==> config.mk <==
export PLATFORM = sky130hd
export DESIGN_NAME = uart_unit
export DESIGN_NICKNAME = d
export VERILOG_FILES = /design/src/rtl/uart_pkg.sv /design/src/rtl/byte_fifo.sv /design/src/rtl/uart_unit.sv
export SDC_FILE = /design/constraint.sdc
export NUM_CORES = 1
export LEC_CHECK = 0
export BUFFER_PORTS_ARGS = -buffer_cell sky130_fd_sc_hd__clkbuf_2
export CORE_MARGIN = 2
export CORE_UTILIZATION = 61
export DETAILED_ROUTE_END_ITERATION = 16
export GPL_ROUTABILITY_DRIVEN = 0
export PLACE_DENSITY_LB_ADDON = 0.3
export SKIP_LAST_GASP = 1
export SLEW_MARGIN = 30
export SYNTH_ARGS = -nofsm -noshare
export SYNTH_HDL_FRONTEND = slang
export SYNTH_HIERARCHICAL = 1
export SYNTH_SLANG_ARGS = --single-unit
==> constraint.sdc <==
create_clock -name clk -period 4.63 [get_ports clk]
set_clock_uncertainty 0.15 [all_clocks]
set_input_delay 0.926 -clock clk [delete_from_list [all_inputs] [get_ports clk]]
set_output_delay 0.926 -clock clk [all_outputs]
set_load 0.02 [all_outputs]
==> src/rtl/uart_pkg.sv <==
// Shared register map, STATUS bit layout and FSM encodings for the UART unit.
package uart_pkg;

   localparam logic [1:0] REG_TXDATA = 2'd0;
   localparam logic [1:0] REG_STATUS = 2'd1;
   localparam logic [1:0] REG_RXDATA = 2'd2;
   localparam logic [1:0] REG_DIV    = 2'd3;

   localparam int STAT_TX_FULL   = 0;
   localparam int STAT_TX_EMPTY  = 1;
   localparam int STAT_TX_BUSY   = 2;
   localparam int STAT_RX_VALID  = 3;
   localparam int STAT_OVERRUN   = 4;
   localparam int STAT_FRAME_ERR = 5;
   localparam int STAT_COUNT_LSB = 8;

   typedef enum logic [1:0] {
      S_IDLE  = 2'd0,
      S_START = 2'd1,
      S_DATA  = 2'd2,
      S_STOP  = 2'd3
   } uart_state_t;

   // Clocks from the start-bit falling edge to the start-bit sample point.
   function automatic logic [15:0] half_bit(input logic [15:0] div);
      logic [15:0] h;
      h = div >> 1;
      return (h == 16'd0) ? 16'd1 : h;
   endfunction

endpackage

==> src/rtl/byte_fifo.sv <==
// Synchronous byte FIFO, head entry visible combinationally on rdata.
// Push to a full FIFO is dropped unless a pop happens in the same cycle.
module byte_fifo #(
   parameter int DEPTH = 8
) (
   input  logic                     clk,
   input  logic                     rst,
   input  logic                     push,
   input  logic [7:0]               wdata,
   input  logic                     pop,
   output logic [7:0]               rdata,
   output logic                     full,
   output logic                     empty,
   output logic [$clog2(DEPTH):0]   count
);

   localparam int AW = $clog2(DEPTH);
   localparam int CW = AW + 1;

   logic [7:0]    mem [DEPTH];
   logic [AW-1:0] wr_ptr;
   logic [AW-1:0] rd_ptr;
   logic          do_push;
   logic          do_pop;

   assign empty   = (count == '0);
   assign full    = (count == CW'(DEPTH));
   assign do_pop  = pop & ~empty;
   assign do_push = push & (~full | do_pop);
   assign rdata   = mem[rd_ptr];

   always_ff @(posedge clk) begin
      if (rst) begin
         wr_ptr <= '0;
         rd_ptr <= '0;
         count  <= '0;
      end else begin
         if (do_push) wr_ptr <= wr_ptr + 1'b1;
         if (do_pop)  rd_ptr <= rd_ptr + 1'b1;
         count <= count + CW'(do_push) - CW'(do_pop);
      end
   end

   always_ff @(posedge clk) begin
      if (do_push) mem[wr_ptr] <= wdata;
   end

endmodule

==> src/rtl/uart_unit.sv <==
// Memory-mapped 8N1 UART: TX FIFO + serializer, single-byte RX holding register with irq.
// Writes to a full TX FIFO are dropped; a second RX byte before the ack raises overrun.
module uart_unit #(
   parameter int          FIFO_DEPTH = 8,
   parameter logic [15:0] DIV_RESET  = 16'd217
) (
   input  logic        clk,
   input  logic        rst,
   input  logic [1:0]  addr,
   input  logic [15:0] wdata,
   input  logic        wenable,
   output logic [31:0] rdata,
   input  logic        rx_in,
   output logic        tx_out,
   output logic        irq_rx
);
   import uart_pkg::*;

   localparam int CW = $clog2(FIFO_DEPTH) + 1;

   logic [15:0]   divisor;
   logic          fifo_push, fifo_pop, fifo_full, fifo_empty;
   logic [7:0]    fifo_rdata;
   logic [CW-1:0] fifo_count;

   uart_state_t   tx_state, tx_state_d;
   logic [15:0]   tx_cnt, tx_cnt_d;
   logic [2:0]    tx_bit, tx_bit_d;
   logic [7:0]    tx_sh, tx_sh_d;
   logic          tx_out_d;

   logic          rx_m, rx_s, rx_prev;
   uart_state_t   rx_state, rx_state_d;
   logic [15:0]   rx_cnt, rx_cnt_d;
   logic [2:0]    rx_bit, rx_bit_d;
   logic [7:0]    rx_sh, rx_sh_d;
   logic          rx_hold, rx_hold_d;
   logic          rx_deliver, rx_ferr, rx_clr;
   logic          rx_valid, overrun, frame_err;
   logic [7:0]    rx_byte;
   logic [31:0]   status;

   assign fifo_push = wenable && (addr == REG_TXDATA);
   assign rx_clr    = wenable && (addr == REG_RXDATA);
   assign irq_rx    = rx_valid;

   byte_fifo #(.DEPTH(FIFO_DEPTH)) u_tx_fifo (
      .clk   (clk),
      .rst   (rst),
      .push  (fifo_push),
      .wdata (wdata[7:0]),
      .pop   (fifo_pop),
      .rdata (fifo_rdata),
      .full  (fifo_full),
      .empty (fifo_empty),
      .count (fifo_count)
   );

   always_ff @(posedge clk) begin
      if (rst)                               divisor <= DIV_RESET;
      else if (wenable && addr == REG_DIV)   divisor <= (wdata == 16'd0) ? 16'd1 : wdata;
   end

   // TX: every bit boundary reloads the timer from the current divisor.
   always_comb begin
      tx_state_d = tx_state;
      tx_cnt_d   = tx_cnt;
      tx_bit_d   = tx_bit;
      tx_sh_d    = tx_sh;
      fifo_pop   = 1'b0;
      case (tx_state)
         S_IDLE: begin
            if (!fifo_empty) begin
               fifo_pop   = 1'b1;
               tx_sh_d    = fifo_rdata;
               tx_cnt_d   = divisor - 16'd1;
               tx_state_d = S_START;
            end
         end
         S_START: begin
            if (tx_cnt != 16'd0) tx_cnt_d = tx_cnt - 16'd1;
            else begin
               tx_cnt_d   = divisor - 16'd1;
               tx_bit_d   = 3'd0;
               tx_state_d = S_DATA;
            end
         end
         S_DATA: begin
            if (tx_cnt != 16'd0) tx_cnt_d = tx_cnt - 16'd1;
            else begin
               tx_cnt_d = divisor - 16'd1;
               if (tx_bit == 3'd7) tx_state_d = S_STOP;
               else begin
                  tx_bit_d = tx_bit + 3'd1;
                  tx_sh_d  = {1'b0, tx_sh[7:1]};
               end
            end
         end
         S_STOP: begin
            if (tx_cnt != 16'd0) tx_cnt_d = tx_cnt - 16'd1;
            else if (!fifo_empty) begin
               fifo_pop   = 1'b1;
               tx_sh_d    = fifo_rdata;
               tx_cnt_d   = divisor - 16'd1;
               tx_state_d = S_START;
            end else begin
               tx_state_d = S_IDLE;
            end
         end
         default: tx_state_d = S_IDLE;
      endcase
      case (tx_state_d)
         S_START: tx_out_d = 1'b0;
         S_DATA:  tx_out_d = tx_sh_d[0];
         default: tx_out_d = 1'b1;
      endcase
   end

   always_ff @(posedge clk) begin
      if (rst) begin
         tx_state <= S_IDLE;
         tx_cnt   <= '0;
         tx_bit   <= '0;
         tx_sh    <= '0;
         tx_out   <= 1'b1;
      end else begin
         tx_state <= tx_state_d;
         tx_cnt   <= tx_cnt_d;
         tx_bit   <= tx_bit_d;
         tx_sh    <= tx_sh_d;
         tx_out   <= tx_out_d;
      end
   end

   // RX: rx_hold keeps a broken frame in STOP until the line returns high.
   always_comb begin
      rx_state_d = rx_state;
      rx_cnt_d   = rx_cnt;
      rx_bit_d   = rx_bit;
      rx_sh_d    = rx_sh;
      rx_hold_d  = rx_hold;
      rx_deliver = 1'b0;
      rx_ferr    = 1'b0;
      case (rx_state)
         S_IDLE: begin
            if (rx_prev && !rx_s) begin
               rx_cnt_d   = half_bit(divisor) - 16'd1;
               rx_state_d = S_START;
            end
         end
         S_START: begin
            if (rx_cnt != 16'd0) rx_cnt_d = rx_cnt - 16'd1;
            else if (rx_s) rx_state_d = S_IDLE;
            else begin
               rx_cnt_d   = divisor - 16'd1;
               rx_bit_d   = 3'd0;
               rx_state_d = S_DATA;
            end
         end
         S_DATA: begin
            if (rx_cnt != 16'd0) rx_cnt_d = rx_cnt - 16'd1;
            else begin
               rx_sh_d  = {rx_s, rx_sh[7:1]};
               rx_cnt_d = divisor - 16'd1;
               if (rx_bit == 3'd7) rx_state_d = S_STOP;
               else                rx_bit_d   = rx_bit + 3'd1;
            end
         end
         S_STOP: begin
            if (rx_hold) begin
               if (rx_s) begin
                  rx_hold_d  = 1'b0;
                  rx_state_d = S_IDLE;
               end
            end else if (rx_cnt != 16'd0) rx_cnt_d = rx_cnt - 16'd1;
            else if (rx_s) begin
               rx_deliver = 1'b1;
               rx_state_d = S_IDLE;
            end else begin
               rx_ferr   = 1'b1;
               rx_hold_d = 1'b1;
            end
         end
         default: rx_state_d = S_IDLE;
      endcase
   end

   always_ff @(posedge clk) begin
      if (rst) begin
         rx_m      <= 1'b1;
         rx_s      <= 1'b1;
         rx_prev   <= 1'b1;
         rx_state  <= S_IDLE;
         rx_cnt    <= '0;
         rx_bit    <= '0;
         rx_sh     <= '0;
         rx_hold   <= 1'b0;
         rx_valid  <= 1'b0;
         overrun   <= 1'b0;
         frame_err <= 1'b0;
         rx_byte   <= '0;
      end else begin
         rx_m     <= rx_in;
         rx_s     <= rx_m;
         rx_prev  <= rx_s;
         rx_state <= rx_state_d;
         rx_cnt   <= rx_cnt_d;
         rx_bit   <= rx_bit_d;
         rx_sh    <= rx_sh_d;
         rx_hold  <= rx_hold_d;
         if (rx_clr) begin
            rx_valid  <= 1'b0;
            overrun   <= 1'b0;
            frame_err <= 1'b0;
         end
         // An ack landing on the delivery cycle frees the register for the new byte.
         if (rx_deliver) begin
            if (!rx_valid || rx_clr) begin
               rx_byte  <= rx_sh;
               rx_valid <= 1'b1;
            end else begin
               overrun  <= 1'b1;
            end
         end
         if (rx_ferr) frame_err <= 1'b1;
      end
   end

   always_comb begin
      status                     = '0;
      status[STAT_TX_FULL]       = fifo_full;
      status[STAT_TX_EMPTY]      = fifo_empty;
      status[STAT_TX_BUSY]       = (tx_state != S_IDLE);
      status[STAT_RX_VALID]      = rx_valid;
      status[STAT_OVERRUN]       = overrun;
      status[STAT_FRAME_ERR]     = frame_err;
      status[STAT_COUNT_LSB +: 4] = 4'(fifo_count);
      case (addr)
         REG_RXDATA: rdata = {24'b0, rx_byte};
         REG_DIV:    rdata = {16'b0, divisor};
         default:    rdata = status;
      endcase
   end

endmodule
**After elaboration in Yosys (flattened, before gate mapping)**

Memories as Yosys holds them, arrays and structs flattened. A register that Yosys moved wholly into a read port is not among the register bits.
Cells that the tools add are included.
Widths: inputs -> output; s select.

- Latch bits: 0
- Flip-flop bits (word level): 100
- Memory bits (read-only): 0
- Memories: 1
- Bits in writable memories: 64
- Output and inout bits: 34
- Input port bits: 22

Memory list:

| memory | depth | bits a word | read ports | clocked after memory_dff | wr ports | line | source |
|---|---|---|---|---|---|---|---|
| u_tx_fifo.mem | 8 | 8 | 1 | 1 | 1 | byte_fifo.sv:20 | `logic [7:0] mem [DEPTH];` |

- Divide/modulo/power cells: 0
- Order comparisons: 0
- Mux-type cells: 69
- Add/subtract/negate cells: 10
- Reductions and logical operators: 28
- Multiply operators: 0
- Eq/ne operators: 27
- Bitwise logic cells: 6
- Shift operators: 0

Operators by type and width:

| kind | number |
|---|---|
| $mux 16 | 10 |
| $pmux 16 s4 | 1 |
| $pmux 16 s3 | 1 |
| $sub 16x1->16 const B | 3 |
| $logic_not 16->1 | 2 |
| $mux 8 | 4 |
| $pmux 16 s2 | 1 |
| $reduce_bool 16->1 | 2 |
| $mux 3 | 9 |
| $mux 2 | 13 |
| $ne 2x2->1 const B | 12 |
| $pmux 8 s3 | 1 |
| $mux 1 | 22 |
| $pmux 2 s4 | 2 |
| $sub 15x1->16 const B | 1 |
| $mux 15 | 1 |
| $eq 2x2->1 const B | 7 |
| $add 3x1->3 const B | 4 |
| $pmux 3 s2 | 2 |
| $reduce_and 4->1 | 3 |
| $reduce_and 5->1 | 2 |
| $reduce_bool 2->1 | 4 |
| $eq 2x1->1 const B | 3 |
| $eq 3x3->1 const B | 2 |
| other kinds (16) | 28 |

**Longest topological paths before layout**

- Depth in word-level cells: 9
- Gate-level depth with buffers: 16
- Gate-level depth less buffers: 13

**Hierarchy**

The synthesis kept the hierarchy.

Modules (own cells, without submodules):

| module | cells each | area each (µm²) | sequential area each (µm²) | instances |
|---|---|---|---|---|
| uart_unit | 769 | 5989.5 | 1801.7 | 1 |
| byte_fifo | 183 | 3181.8 | 2182.1 | 1 |

**Worst setup path before layout**

No wires, ideal clock.

- Path kind: register to register
- Start: register tx_state[1]
- End: memory u_tx_fifo.mem[0][0] (enable)
- Data arrival time: 3.129 ns
- Path buffers: 2
- Clock period less this slack: 3.673 ns
- Required time: 4.085 ns
- Slack: 0.957 ns
- Cell stages (with the launch flop): 11
- Path through: dfxtp_1 > ha_1 > nor4bb_1 > nand4_1 > and2_1 > clkbuf_1 > clkbuf_1 > nor3_1 > nor2b_1 > nor2_1 > nor4_1

- Word-level cells in the longest chain between the ends: 7

RTL lines:

| element | line | source |
|---|---|---|
| from (decl) | uart_unit.sv:26 | `uart_state_t tx_state, tx_state_d;` |
| from (signal assigned) | uart_unit.sv:127 | `tx_state <= tx_state_d;` |
| $eq 2x2->1 or $logic_not 2->1 (tied branches) | uart_unit.sv:71 | `case (tx_state)` |
| $pmux 1 s2 * | uart_unit.sv:71 |  |
| net fifo_pop | uart_unit.sv:22 | `logic fifo_push, fifo_pop, fifo_full, fifo_empty;` |
| $and 1x1->1 * | byte_fifo.sv:28 | `assign do_pop = pop & ~empty;` |
| $or 1x1->1 * | byte_fifo.sv:29 | `assign do_push = push & (~full \| do_pop);` |
| $and 1x1->1 * | byte_fifo.sv:29 |  |
| $mux 1 * | byte_fifo.sv:45 | `if (do_push) mem[wr_ptr] <= wdata;` |
| $mux 1 (implied by the code) * | byte_fifo.sv:45 |  |
| to (decl) | byte_fifo.sv:20 |  |

The timed path passes the listed nets; every way through them passes the cells marked *.

**Final worst setup path**

- Start: register tx_state[1]
- End: register u_tx_fifo.count[2]

- Word-level cells in the longest chain between the ends: 7

RTL lines:

| element | line | source |
|---|---|---|
| $eq 2x2->1 or $logic_not 2->1 (tied branches) | uart_unit.sv:71 |  |
| $pmux 1 s2 * | uart_unit.sv:71 |  |
| net fifo_pop | uart_unit.sv:22 |  |
| $and 1x1->1 * | byte_fifo.sv:28 |  |
| $or 1x1->1 | byte_fifo.sv:29 |  |
| $and 1x1->1 | byte_fifo.sv:29 |  |
| $add 4x1->4 | byte_fifo.sv:40 | `count <= count + CW'(do_push) - CW'(do_pop);` |
| $sub 4x1->4 * | byte_fifo.sv:40 |  |
| to (signal assigned) | byte_fifo.sv:40 |  |
| to (decl) | byte_fifo.sv:14 | `output logic [$clog2(DEPTH):0] count` |

Marks and branches as above.
A chain may end at the register's enable or synchronous reset.

==> results.py <==
metrics = {
    "power_and_ir_drop": {
        "power_density_nw_per_um2": 558,
        "cellLeakagePower_nw": 3.65,
        "vdd_drop_max_mv": 0.384,
    },
    "clock_tree": {
        "cts_buffer_depth": 2,
        "post-cts-setup-buffers": 0,
        "clockRootBuffer": "clkbuf_16",
        "cts_tree": "built",
        "clkLatencyLatePin_ns": 0.44,
        "h-tree-depth": 4,
        "hold_buffers": 0,
        "cts_buffers": 17,
        "path_clk_slew_ns": 0.07,
        "clock-sinks": 167,
        "cts-resized-gates": 0,
    },
    "synth": {
        "synth_area_leaders": "dfxtp_1 (22%), edfxtp_1 (21%), mux4_2 (3.9%)",
        "synthXorXnorAreaFrac": 0.0477,
        "syn_area_um2": 9170,
        "synthesis.area_per_instance_um2": 9.63,
        "async_reset_ff_frac": 0,
        "synth_adder_area_share": 0.0349,
        "synth-simple-area-share": 0.192,
        "synthMuxAreaShare": 0.0913,
        "yosysTopAreaCellShare": 0.225,
        "synth_top_cell_by_area": "dfxtp_1",
        "ys_seq_elements": 167,
        "synth_ff_type": "dfxtp_1",
        "yosysMostFrequentCell": "dfxtp_1",
        "yosys_warnings": 6,
        "synth_top_family_by_area": "simple AND/OR/NAND/NOR gates",
        "ys_top_cells_by_count": "dfxtp_1 (103), nand2_1 (93), nor2_1 (75), edfxtp_1 (64), a21oi_1 (60)",
        "synth_cell_type_count": 83,
        "synth_compound_area_frac": 0.141,
        "synth_edf_count": 64,
        "yosysSeqAreaShare": 0.434,
        "syn_inst": 952,
    },
    "detailed_routing": {
        "drt_iter0_markers": 680,
        "vias_per_cell": 6.31,
        "wl_per_cell_um": 18.9,
        "ant_nets": 0,
        "vias": 7309,
        "firstDrtPassIters": 5,
        "routed_wl_um": 21900,
        "drc": 0,
    },
    "cells_and_area": {
        "fin_nets": 1009,
        "postLayoutCoreUtil": 0.684,
        "seqCellArea_um2": 3980,
        "area_growth_pct": 8.73,
        "antennaDiodeCount": 0,
        "drive_gt1_frac": 0.144,
        "multiInputGateArea_um2": 4730,
        "fillers": 1102,
    },
    "sta": {
        "rsz0062_at_grt": "false",
        "finalWorstSetupSlack_ns": 0.677,
        "min_period_ns": 3.95,
        "finalMaxSlewViolations": 0,
        "hold_viol_final": 0,
        "setup_viol": 0,
        "slew-limit-headroom": 0.429,
        "period_share": 0.854,
        "max_freq_mhz": 253,
        "tightest_slew_ns": 0.855,
        "setup_tns_ns": 0,
    },
    "global_route": {
        "grt_pass1_wl_um": 35200,
        "overflow": 0,
        "antenna_found_initial": 0,
        "grt_max_degree": 75,
        "grt_pass1_vias": 6773,
        "grt_usage": 0.277,
    },
    "setup_path": {
        "endpoint": "u_tx_fifo/count[2]",
        "regToRegEndpoint": "u_tx_fifo/count[2]",
        "path_class": "reg2reg",
        "path_cells": "ha_1 -> nor4bb_1 -> nand4_1 -> and2_1 -> nor3_1 -> nor2b_1 -> mux2i_1 -> ha_1 -> inv_1 -> fa_1 -> xor2_1 -> nor2_1",
        "worstReg2RegStart": "tx_state[1]",
        "cpPeakStageDelay_ns": 0.52,
        "startpoint": "tx_state[1]",
        "arrival_ns": 4.09,
        "critPathSlowestCell": "nor2b_1",
        "start_kind": "flip-flop",
        "required_ns": 4.77,
        "cp_max_fo": 15,
        "cp-end-kind": "flip-flop",
        "cp_common_cell": "ha_1",
        "r2r_slack_ns": 0.68,
        "r2r_cells": 12,
    },
    "floorplanning": {
        "die_w_um": 127,
        "rows": 44,
        "core_um2": 14600,
        "start_util": 0.629,
        "pin_count": 56,
        "die_area_um2": 16000,
        "die_h_um": 127,
    },
    "min_path": {
        "hold_path.class": "reg2reg",
    },
    "flow_run": {
        "max_cap_viol_count": 0,
    },
    "place": {
        "dp_slack_ns": 0.847,
        "portBuffers": 39,
        "dp_hpwl_um": 14900,
    },
    "run_status": {
        "outcome": "finished clean",
    },
}
-- critical path: cells and delay by family, from the launching register on --
family        cells  cell delay, ns
simple gates      6            1.91
fa+ha+maj         3            0.88
flops             1            0.39
mux               1            0.25
xor+xnor          1            0.17
buf+inv           1            0.06
-- per-layer routing --
metal  part of all wire  track usage
met1               0.43        0.374
met2               0.47        0.449
met3              0.068       0.0603
met4              0.028       0.0905
met5                  0            0
-- stage by stage --
step / total power [mW] / cell area [um^2] / std cells / hold slack (ns)
global route: 5.88 / 9970 / 1159 / 0.288
global placement: 4.09 / 9380 / 1127 / 0.244
floorplan: 3.66 / 9230 / 967 / 0.239
detailed placement: 4.12 / 9380 / 1127 / 0.255
CTS: 5.54 / 9970 / 1159 / 0.274
finish: 5.56 / 9970 / 1159 / 0.274
-- cell usage in the layout (no fill, tap or decap), types with 32 or more instances in the layout --
cell / count
dfxtp_1: 103
nand2_1: 93
nor2_1: 75
edfxtp_1: 64
a21oi_1: 60
nand3_1: 40
clkbuf_2: 38
mux2i_1: 33
xnor2_1: 32
-- area by class of cell --
type,count,share of cell area
tap,184,0.0231
clock buffer,17,0.0427
clock inverter,15,0.0167
sequential,167,0.399
inverter,33,0.0124
timing repair buffer,55,0.0316
multi-input combinational,688,0.474
-- flip-flops by register name (all words and copies together) (netlist names), 4 cells and up, named ones only --
name / cells
rx_byte: 8
u_tx_fifo/count: 4
divisor: 16
rx_sh: 8
u_tx_fifo/mem: 64
tx_sh: 8
rx_cnt: 16
tx_cnt: 16
-- worst min-delay path by stage --
stage / startpoint / endpoint / slack (ns) / cells past startpoint
4_1_cts: rx_m / rx_s / 0.27 / 1
3_5_place_dp: rx_m / rx_s / 0.26 / 1
2_1_floorplan: rx_m / rx_s / 0.24 / 1
3_3_place_gp: rx_m / rx_s / 0.24 / 1
6_report: rx_m / rx_s / 0.27 / 1
5_1_grt: rx_m / rx_s / 0.29 / 1
-- power by group --
| group | switching (mW) | leakage [nW] | internal [mW] | total, mW |
|---|---|---|---|---|
| combinational | 1.37 | 1.95 | 0.932 | 2.30 |
| clock | 0.680 | 0.286 | 0.729 | 1.41 |
| sequential | 0.180 | 1.41 | 1.67 | 1.85 |
| total | 2.23 | 3.65 | 3.33 | 5.56 |
-- logic make-up (layout without fill, tap and decap cells) --
group / count (synthesis) / in the layout
AOI/OAI and AO/OA: 192 / 192
xor gates and xnor gates: 50 / 50
adders and majority gates: 25 / 25
buffers and inverters: 112 / 120
DFF: 167 / 167
muxes: 62 / 62
other: 1 / 16
and+or+nand+nor: 343 / 343
Note: power is estimated with default switching activity, not from simulation.
